**src/rtl/mem_port_arbiter_pkg.sv**
```systemverilog
// Shared definitions for the memory port arbiter: FSM state encoding,
// requester identifiers and the read-latency counter width.
package mem_arb_pkg;

    localparam logic [1:0] S_IDLE   = 2'd0;
    localparam logic [1:0] S_ACCESS = 2'd1;
    localparam logic [1:0] S_WAIT   = 2'd2;
    localparam logic [1:0] S_RESP   = 2'd3;

    typedef enum logic [1:0] {
        IDLE   = S_IDLE,
        ACCESS = S_ACCESS,
        WAIT   = S_WAIT,
        RESP   = S_RESP
    } state_t;

    // Requester identifiers, also the encoding of the owner output.
    localparam logic OWN_I = 1'b0;
    localparam logic OWN_D = 1'b1;

    // Wide enough for the largest legal memory latency (15).
    localparam int LAT_W = 4;

endpackage

```
**src/rtl/mem_port_arbiter_if.sv**
```systemverilog
// Bundle of requester and memory-side signals of the memory port arbiter.
// master: core + memory side (drives requests and mem_rdata).
// slave:  the arbiter itself.
interface mem_port_arbiter_if #(
    parameter int DATA_W = 32,
    parameter int ADDR_W = 32
);
    logic              i_req;
    logic [ADDR_W-1:0] i_addr;
    logic              i_done;
    logic [DATA_W-1:0] i_rdata;

    logic              d_req;
    logic              d_we;
    logic [ADDR_W-1:0] d_addr;
    logic [DATA_W-1:0] d_wdata;
    logic              d_done;
    logic [DATA_W-1:0] d_rdata;

    logic              mem_read;
    logic              mem_write;
    logic [ADDR_W-1:0] mem_addr;
    logic [DATA_W-1:0] mem_wdata;
    logic [DATA_W-1:0] mem_rdata;

    logic              busy;
    logic              owner;

    modport master (
        output i_req, i_addr, d_req, d_we, d_addr, d_wdata, mem_rdata,
        input  i_done, i_rdata, d_done, d_rdata,
        input  mem_read, mem_write, mem_addr, mem_wdata, busy, owner
    );

    modport slave (
        input  i_req, i_addr, d_req, d_we, d_addr, d_wdata, mem_rdata,
        output i_done, i_rdata, d_done, d_rdata,
        output mem_read, mem_write, mem_addr, mem_wdata, busy, owner
    );

endinterface

```
**src/rtl/mem_port_arbiter_pick.sv**
```systemverilog
// Combinational winner selection between the fetch and load/store requesters.
// Optional macro MEM_ARB_ROUND_ROBIN_EN: on a simultaneous request, grant the
// port that did not win last time; otherwise data always beats fetch.
module arb_pick
    import mem_arb_pkg::*;
(
    input  logic i_req,
    input  logic d_req,
`ifdef MEM_ARB_ROUND_ROBIN_EN
    input  logic last_owner,
`endif
    output logic grant_valid,
    output logic grant_owner
);

    // Lone requests win outright; only a tie consults the policy.
    always_comb begin
        grant_valid = i_req | d_req;
        grant_owner = OWN_I;
        if (d_req && !i_req) begin
            grant_owner = OWN_D;
        end else if (d_req && i_req) begin
`ifdef MEM_ARB_ROUND_ROBIN_EN
            grant_owner = (last_owner == OWN_I) ? OWN_D : OWN_I;
`else
            // Data first so a stalled load/store never waits behind fetch.
            grant_owner = OWN_D;
`endif
        end
    end

endmodule

```
**src/rtl/mem_port_arbiter.sv**
```systemverilog
// Shares one synchronous-read memory port between instruction fetch and
// load/store. Serialises accesses, waits out MEM_LATENCY on reads and returns
// a one-cycle done pulse per transaction. Reset is synchronous, active-low.
// Optional macro MEM_ARB_ROUND_ROBIN_EN selects round-robin tie-breaking.
module mem_port_arbiter
    import mem_arb_pkg::*;
#(
    parameter int DATA_W      = 32,
    parameter int ADDR_W      = 32,
    parameter int MEM_LATENCY = 1
) (
    input  logic               clk,
    input  logic               rst,
    mem_port_arbiter_if.slave  bus
);

    localparam logic [LAT_W-1:0] LAT_LOAD = LAT_W'(MEM_LATENCY);

    state_t            state;
    logic [LAT_W-1:0]  cnt;
    logic              we_q;

    logic              grant_valid;
    logic              grant_owner;
    logic [ADDR_W-1:0] sel_addr;
    logic [DATA_W-1:0] sel_wdata;
    logic              sel_we;

    arb_pick u_pick (
        .i_req       (bus.i_req),
        .d_req       (bus.d_req),
`ifdef MEM_ARB_ROUND_ROBIN_EN
        .last_owner  (bus.owner),
`endif
        .grant_valid (grant_valid),
        .grant_owner (grant_owner)
    );

    // Route the winning requester's address/data/we toward the memory registers.
    always_comb begin
        sel_addr  = bus.i_addr;
        sel_wdata = '0;
        sel_we    = 1'b0;
        if (grant_owner == OWN_D) begin
            sel_addr  = bus.d_addr;
            sel_wdata = bus.d_wdata;
            sel_we    = bus.d_we;
        end
    end

    // Transaction FSM; every output is a register updated on the state change.
    always_ff @(posedge clk) begin
        if (!rst) begin
            state         <= IDLE;
            cnt           <= '0;
            we_q          <= 1'b0;
            bus.i_done    <= 1'b0;
            bus.d_done    <= 1'b0;
            bus.i_rdata   <= '0;
            bus.d_rdata   <= '0;
            bus.mem_read  <= 1'b0;
            bus.mem_write <= 1'b0;
            bus.mem_addr  <= '0;
            bus.mem_wdata <= '0;
            bus.busy      <= 1'b0;
            bus.owner     <= OWN_I;
        end else begin
            // Strobes and done pulses last exactly one cycle.
            bus.i_done    <= 1'b0;
            bus.d_done    <= 1'b0;
            bus.mem_read  <= 1'b0;
            bus.mem_write <= 1'b0;
            case (state)
                IDLE: begin
                    if (grant_valid) begin
                        // Strobes are loaded here so they are high during ACCESS.
                        bus.owner     <= grant_owner;
                        we_q          <= sel_we;
                        bus.mem_read  <= !sel_we;
                        bus.mem_write <= sel_we;
                        bus.mem_addr  <= {2'b00, sel_addr[ADDR_W-1:2]};
                        bus.mem_wdata <= sel_wdata;
                        bus.busy      <= 1'b1;
                        state         <= ACCESS;
                    end
                end
                ACCESS: begin
                    if (we_q) begin
                        // Stores need no read-back; finish next cycle.
                        bus.d_done <= (bus.owner == OWN_D);
                        bus.i_done <= (bus.owner == OWN_I);
                        state      <= RESP;
                    end else begin
                        cnt   <= LAT_LOAD;
                        state <= WAIT;
                    end
                end
                WAIT: begin
                    cnt <= cnt - 1'b1;
                    // Counter about to hit zero: mem_rdata is valid this cycle.
                    if (cnt == LAT_W'(1)) begin
                        if (bus.owner == OWN_D) begin
                            bus.d_rdata <= bus.mem_rdata;
                            bus.d_done  <= 1'b1;
                        end else begin
                            bus.i_rdata <= bus.mem_rdata;
                            bus.i_done  <= 1'b1;
                        end
                        state <= RESP;
                    end
                end
                RESP: begin
                    bus.busy <= 1'b0;
                    state    <= IDLE;
                end
                default: state <= IDLE;
            endcase
        end
    end

endmodule

```
**src/flat_wrapper.sv**
```systemverilog
// flat-port wrapper written by rule: the top's interface ports become plain ports
module mem_port_arbiter_flat import mem_arb_pkg::*;
#(
    parameter int DATA_W      = 32,
    parameter int ADDR_W      = 32,
    parameter int MEM_LATENCY = 1
)
  (clk, rst, bus_i_req, bus_i_addr, bus_d_req, bus_d_we, bus_d_addr, bus_d_wdata, bus_mem_rdata, bus_i_done, bus_i_rdata, bus_d_done, bus_d_rdata, bus_mem_read, bus_mem_write, bus_mem_addr, bus_mem_wdata, bus_busy, bus_owner);
  mem_port_arbiter_if #(.DATA_W(DATA_W), .ADDR_W(ADDR_W)) bus_i ();
  input  logic clk;
  input  logic rst;
  input wire logic [$bits(bus_i.i_req)-1:0] bus_i_req;
  input wire logic [$bits(bus_i.i_addr)-1:0] bus_i_addr;
  input wire logic [$bits(bus_i.d_req)-1:0] bus_d_req;
  input wire logic [$bits(bus_i.d_we)-1:0] bus_d_we;
  input wire logic [$bits(bus_i.d_addr)-1:0] bus_d_addr;
  input wire logic [$bits(bus_i.d_wdata)-1:0] bus_d_wdata;
  input wire logic [$bits(bus_i.mem_rdata)-1:0] bus_mem_rdata;
  output wire logic [$bits(bus_i.i_done)-1:0] bus_i_done;
  output wire logic [$bits(bus_i.i_rdata)-1:0] bus_i_rdata;
  output wire logic [$bits(bus_i.d_done)-1:0] bus_d_done;
  output wire logic [$bits(bus_i.d_rdata)-1:0] bus_d_rdata;
  output wire logic [$bits(bus_i.mem_read)-1:0] bus_mem_read;
  output wire logic [$bits(bus_i.mem_write)-1:0] bus_mem_write;
  output wire logic [$bits(bus_i.mem_addr)-1:0] bus_mem_addr;
  output wire logic [$bits(bus_i.mem_wdata)-1:0] bus_mem_wdata;
  output wire logic [$bits(bus_i.busy)-1:0] bus_busy;
  output wire logic [$bits(bus_i.owner)-1:0] bus_owner;
  assign bus_i.i_req = bus_i_req;
  assign bus_i.i_addr = bus_i_addr;
  assign bus_i.d_req = bus_d_req;
  assign bus_i.d_we = bus_d_we;
  assign bus_i.d_addr = bus_d_addr;
  assign bus_i.d_wdata = bus_d_wdata;
  assign bus_i.mem_rdata = bus_mem_rdata;
  assign bus_i_done = bus_i.i_done;
  assign bus_i_rdata = bus_i.i_rdata;
  assign bus_d_done = bus_i.d_done;
  assign bus_d_rdata = bus_i.d_rdata;
  assign bus_mem_read = bus_i.mem_read;
  assign bus_mem_write = bus_i.mem_write;
  assign bus_mem_addr = bus_i.mem_addr;
  assign bus_mem_wdata = bus_i.mem_wdata;
  assign bus_busy = bus_i.busy;
  assign bus_owner = bus_i.owner;
  mem_port_arbiter #(.DATA_W(DATA_W), .ADDR_W(ADDR_W), .MEM_LATENCY(MEM_LATENCY)) u_core (.clk(clk), .rst(rst), .bus(bus_i));
endmodule
```
**config.mk**
```make
export PLATFORM = sky130hd
export DESIGN_NAME = mem_port_arbiter_flat
export DESIGN_NICKNAME = d
export VERILOG_FILES = /design/src/rtl/mem_port_arbiter_pkg.sv /design/src/rtl/mem_port_arbiter_if.sv /design/src/rtl/mem_port_arbiter_pick.sv /design/src/rtl/mem_port_arbiter.sv /design/src/flat_wrapper.sv
export SDC_FILE = /design/constraint.sdc
export NUM_CORES = 1
export LEC_CHECK = 0
export BUFFER_PORTS_ARGS = -buffer_cell sky130_fd_sc_hd__buf_2
export CORE_MARGIN = 4
export CORE_UTILIZATION = 46
export DETAILED_ROUTE_END_ITERATION = 7
export GPL_ROUTABILITY_DRIVEN = 0
export HOLD_SLACK_MARGIN = 0.12
export PLACE_DENSITY_LB_ADDON = 0.25
export SLEW_MARGIN = 10
export SYNTH_ARGS = -nofsm -noshare
export SYNTH_HDL_FRONTEND = slang
export SYNTH_SLANG_ARGS = --single-unit
```
**constraint.sdc**
```tcl
create_clock -name clk -period 2.1 [get_ports clk]
set_input_delay 0.42 -clock clk [delete_from_list [all_inputs] [get_ports clk]]
set_output_delay 0.42 -clock clk [all_outputs]
set_load 0.005 [all_outputs]
```
* Word level (Yosys, flattened, before mapping)
Cells that the tools add are included.
** Word-level totals
- Flip-flop bits (word level) :: 139
- Input port bits :: 133
- Output and inout bits :: 134
- Word-level logic and storage cells :: 58
** Cells by class
- $add $sub $neg :: 1
- Equal/unequal tests :: 7
- Mux-type cells :: 21
- Bitwise operators :: 2
- Reduce and logical (&&, ||, !) cells :: 14
** Operator list (count)
- two-way mux 32 bit :: 2
- two-way mux 1 bit :: 11
- AND reduction 3 bit :: 3
- case mux 2 bit (4 select lines) :: 1
- case mux 4 bit (2 select lines) :: 1
- AND reduction 2 bit :: 4
- case mux 1 bit (2 select lines) :: 3
- == test 2 bit, second input constant :: 2
- == test 4 x 1 -> 1 bit, second input constant :: 1
- two-way mux 2 bit :: 2
- two-way mux 4 bit :: 1
- != test 2 x 1 -> 1 bit, second input constant :: 2
- nonzero test 2 bit :: 2
- subtractor 4 x 1 -> 4 bit, second input constant :: 1
- == test 2 x 1 -> 1 bit, second input constant :: 1
- logical AND 1 bit :: 2
- logical NOT 1 bit :: 2
- logical NOT 2 bit :: 1
- != test 2 bit, second input constant :: 1
- inverter 1 bit :: 1
- OR 1 bit :: 1

* Depth between registers and ports, before layout
- Word-level depth :: 5
- Mapped depth :: 9
- Mapped depth without buffers :: 6

* Cells and area by module
From an unflattened synthesis, not the netlist that was laid out.
** Second synthesis, totals
- Cells, all modules :: 601
- Area, all modules :: 5691.7 sq um
** By module, submodules not included
- mem_port_arbiter :: instances 1, cells an instance 599, area each 5681.7 sq um, sequential area each 2782.7 sq um
- arb_pick :: instances 1, cells an instance 2, area each 10.0 sq um, sequential area each 0.0 sq um

* Worst setup path before layout
OpenSTA, ideal clock, no wires.
- Path kind :: reg2reg
- Start point :: reg u_core.state[0]
- End point :: reg u_core.bus.d_rdata[0]
- Library setup time :: 0.132 ns
- Data arrival time :: 1.515 ns
- Required time :: 1.968 ns
- Setup slack :: 0.453 ns
- Stages on the path, launching flop included :: 10
- Buffers on the path :: 3
- Clock period less this slack :: 1.647 ns
- Cell sequence :: dfxtp_1 > inv_1 > ha_1 > buf_4 > and4bb_4 > and2_1 > buf_4 > buf_6 > nand2_1 > a21oi_1
** On the way
- Longest elaborated chain between the ends :: 2
** Ends and longest elaborated chain
- start: declaration :: RTL line mem_port_arbiter.sv:19 : state_t state;
- start signal: assignment :: RTL line mem_port_arbiter.sv:54 : state <= IDLE;
- start signal: assignment :: RTL line mem_port_arbiter.sv:84 : state <= ACCESS;
- start signal: assignment :: RTL line mem_port_arbiter.sv:92 : state <= RESP;
- == test 2 bit :: RTL line mem_port_arbiter.sv:73 : case (state)
- AND reduction 3 bit (no line)
- end signal: assignment :: RTL line mem_port_arbiter.sv:103 : bus.d_rdata <= bus.mem_rdata;
- end: declaration :: RTL line mem_port_arbiter_if.sv:37 : output i_done, i_rdata, d_done, d_rdata,
Every way passes these cells.
A chain may end at the register's enable or synchronous reset.

* Worst setup path after layout
- Start point :: reg u_core.state[0]
- End point :: reg u_core.bus.d_rdata[17]
The elaborated chain is that of the path after synthesis.

==> impl_metrics.yaml <==
run_status:
  status: "finished clean"
worst_hold_path:
  hold_class: "in -> reg"
  hold_depth: 2
  min_to: "u_core.bus.mem_read$_SDFF_PN0_"
  hold_start: "bus_d_we"
grt:
  grt_pass1_vias: 4949
  antenna_found_initial: 0
  grt_pass1_wl_um: 23100
  grt_max_degree: 64
  grt_use_total_pct: 21.6
  grt_overflow: 0
route:
  via_per_inst: 5.11
  wl_um: 14800
  route.detailed.drc: 0
  dr_total_vias: 5240
  wl_per_cell_um: 14.4
  drt_iter0_markers: 354
  ant_nets: 0
  first_pass_iters: 5
timing:
  finClkSkew_ps: 6.73
  min_period_over_period_pct: 89.4
  hold_viol_final: 0
  setup_ws_ps: 223
  tns_ps: 0
  rsz0062_at_grt: "false"
  layout_min_cycle_time_ps: 1880
  hold_ws_ps: 211
  max_freq_mhz: 533
  drv_slew: 0
  setup_viol: 0
worst_setup_path:
  critPathLaunchType: "flip-flop"
  path_delay_family: "simple AND/OR/NAND/NOR gates"
  crit_fanout: 32
  critical_path_arrival_ps: 2210
  worstSetupPathType: "reg -> reg"
  r2r_cells: 7
  cp.required_ps: 2430
  crit_path_max_incr_delay_ps: 350
  r2r_slack_ps: 220
  cp_slowest_cell: "dfxtp_1"
  reg2reg_from: "u_core.state[0]$_SDFFE_PN0P_"
  r2r-end: "u_core.bus.d_rdata[17]$_SDFFE_PN0P_"
  endpoint_kind: "flip-flop"
  crit_chain: "inv_1 > ha_2 > and4bb_4 > and2_1 > buf_4 > nand2_1 > a21oi_1"
  path_buf_inv: 2
clock_tree:
  root_buffer: "clkbuf_16"
  h-tree-depth: 4
  cts_hold_buf: 0
  clock_sink_count: 139
  cts_tree: "built"
  clkLatencyLatePin_ps: 410
  numCtsBuffers: 17
  clock_path_buffers: 2
  clk_pin_slew_ps: 50
run:
  drv_cap: 0
synthesis:
  synth_edf_count: 0
  netlist_area_mm2: 0.00538
  ys_ff_latch: 139
  synthFlopType: "dfxtp_1"
  async_reset_ff_share_pct: 0
  yosysTopAreaCellShare_pct: 51.8
  ys_top_cells_by_count: "170 x nand2_1, 139 x dfxtp_1, 103 x a21oi_1, 35 x nand3_1, 35 x nor2_1"
  synth_seq_area_share_pct: 51.8
  synthCells: 632
  post-synth-top-count-cell: "nand2_1"
  avgSynthCellArea_um2: 8.51
  yosysUniqueCellTypes: 33
  synthTopCellsByArea: "dfxtp_1 52%, nand2_1 12%, a21oi_1 9.6%, mux2i_1 5.6%, a211oi_1 4.5%"
  synthDominantAreaCellType: "dfxtp_1"
  ys_warn_count: 0
placed_design:
  placed_area_mm2: 0.00672
  hpwlAfterDp_um: 10800
  io_buffers: 260
  place_ws_ps: 113
  dp.cells: 994
layout:
  drive_above_1_share_pct: 35.1
  design_area_mm2: 0.00730
  num_antenna_cells: 0
  fill_cells: 946
  finish.utilization_pct: 63.9
  area_delta_synth_final_pct: 35.8
  layout.nets: 1010
  fin_cells: 1026
die:
  start_util_pct: 47.1
  chipWidth_um: 116
  ios: 267
  row_count: 39
  core_mm2: 0.0114
  die_y_um: 116
  die_area_mm2: 0.0135
power:
  leakagePower_nw: 3.39
  power_density_mw_per_mm2: 1140
  peakVddDrop_v: 0.000642
  total_power_mw: 8.31
[cells by family (layout without fill, tap and decap cells)]
family / after synthesis / count (layout) / share of synthesized area, %
AND/OR/NAND/NOR: 251 / 251 / 19.2
AO/OA/AOI/OAI: 144 / 144 / 15.6
flip-flops: 139 / 139 / 51.8
buffers and inverters: 59 / 309 / 5.96
multiplexers: 31 / 31 / 5.79
adder cells (fa/ha/maj): 7 / 7 / 1.63
other: 1 / 2 / 0.0697
[cells in the final DEF (no fill, tap or decap), drive strengths merged]
cell / count
clkinv: 6
and3b: 1
nand3: 35
nor3: 1
nor2: 36
a22oi: 2
and3: 1
dfxtp: 139
buf: 271
ha: 7
o2111ai: 1
o31ai: 1
and2: 2
or3b: 1
and4bb: 1
nand2: 170
clkbuf: 24
a211oi: 32
a21oi: 103
nand3b: 1
a311oi: 1
bufinv: 2
conb: 2
o21ai: 4
mux2: 1
mux2i: 30
nor2b: 2
inv: 6
[power breakdown]
group / internal [mW] / switching [mW] / leakage [nW]
clock: 1.86 / 1.06 / 0.294
sequential: 3.09 / 0.249 / 1.13
combinational: 0.908 / 1.15 / 1.96
[state kept, by name, indices dropped and copies added, names as in the netlist]
register	flops
u_core.cnt	4
u_core.bus.i_done	1
u_core.bus.mem_wdata	32
u_core.bus.busy	1
u_core.bus.i_rdata	32
u_core.state	2
u_core.bus.mem_read	1
u_core.bus.mem_addr	30
u_core.bus.d_rdata	32
u_core.bus.owner	1
u_core.bus.mem_write	1
u_core.bus.d_done	1
u_core.we_q	1
[worst max-delay path by stage]
stage | start | endpoint | slack (ps) | cells past startpoint
finish | u_core.state[0]$_SDFFE_PN0P_ | u_core.bus.d_rdata[17]$_SDFFE_PN0P_ | 220 | 7
global route | u_core.state[0]$_SDFFE_PN0P_ | u_core.bus.d_rdata[13]$_SDFFE_PN0P_ | 60 | 7
CTS | u_core.state[0]$_SDFFE_PN0P_ | u_core.bus.d_rdata[1]$_SDFFE_PN0P_ | 90 | 7
detailed placement | u_core.state[0]$_SDFFE_PN0P_ | u_core.bus.d_rdata[1]$_SDFFE_PN0P_ | 110 | 7
global placement | u_core.state[0]$_SDFFE_PN0P_ | u_core.bus.i_rdata[0]$_SDFFE_PN0P_ | 250 | 7
floorplan | u_core.state[0]$_SDFFE_PN0P_ | u_core.bus.d_rdata[0]$_SDFFE_PN0P_ | 450 | 9
[routing by layer]
| metal | track usage, % | wire [µm] | vias to the layer above |
|---|---|---|---|
| met1 | 25.0 | 5780 | 2375 |
| met5 | 0 | 0 | - |
| met2 | 35.7 | 7190 | 228 |
| li1 | - | - | 2599 |
| met4 | 11.6 | 508 | 0 |
| met3 | 6.68 | 1320 | 38 |
[worst register-to-register path, cell delays in order, from the launching register on]
cell      delay [ps]
dfxtp_1          350
inv_1            140
ha_2             310
and4bb_4         280
and2_1           130
buf_4            320
nand2_1          120
a21oi_1          150
[final cells by class]
class                           count  area, µm²  area share (%)
Clock inverter                      8       90.1            1.23
Sequential cell                   139       2780            38.1
Multi-Input combinational cell    435       2290            31.3
Clock buffer                       24        492            6.73
Inverter                            6       25.0           0.343
Tap cell                          143        179            2.45
Timing Repair Buffer              271       1450            19.8
[timing repair]
| action | CTS | global route |
|---|---|---|
| setup endpoints to repair | 0 | 21 |
| gates resized for setup | 0 | 1 |
| buffers inserted | 0 | 0 |
Power figures use the tool's default switching activity.
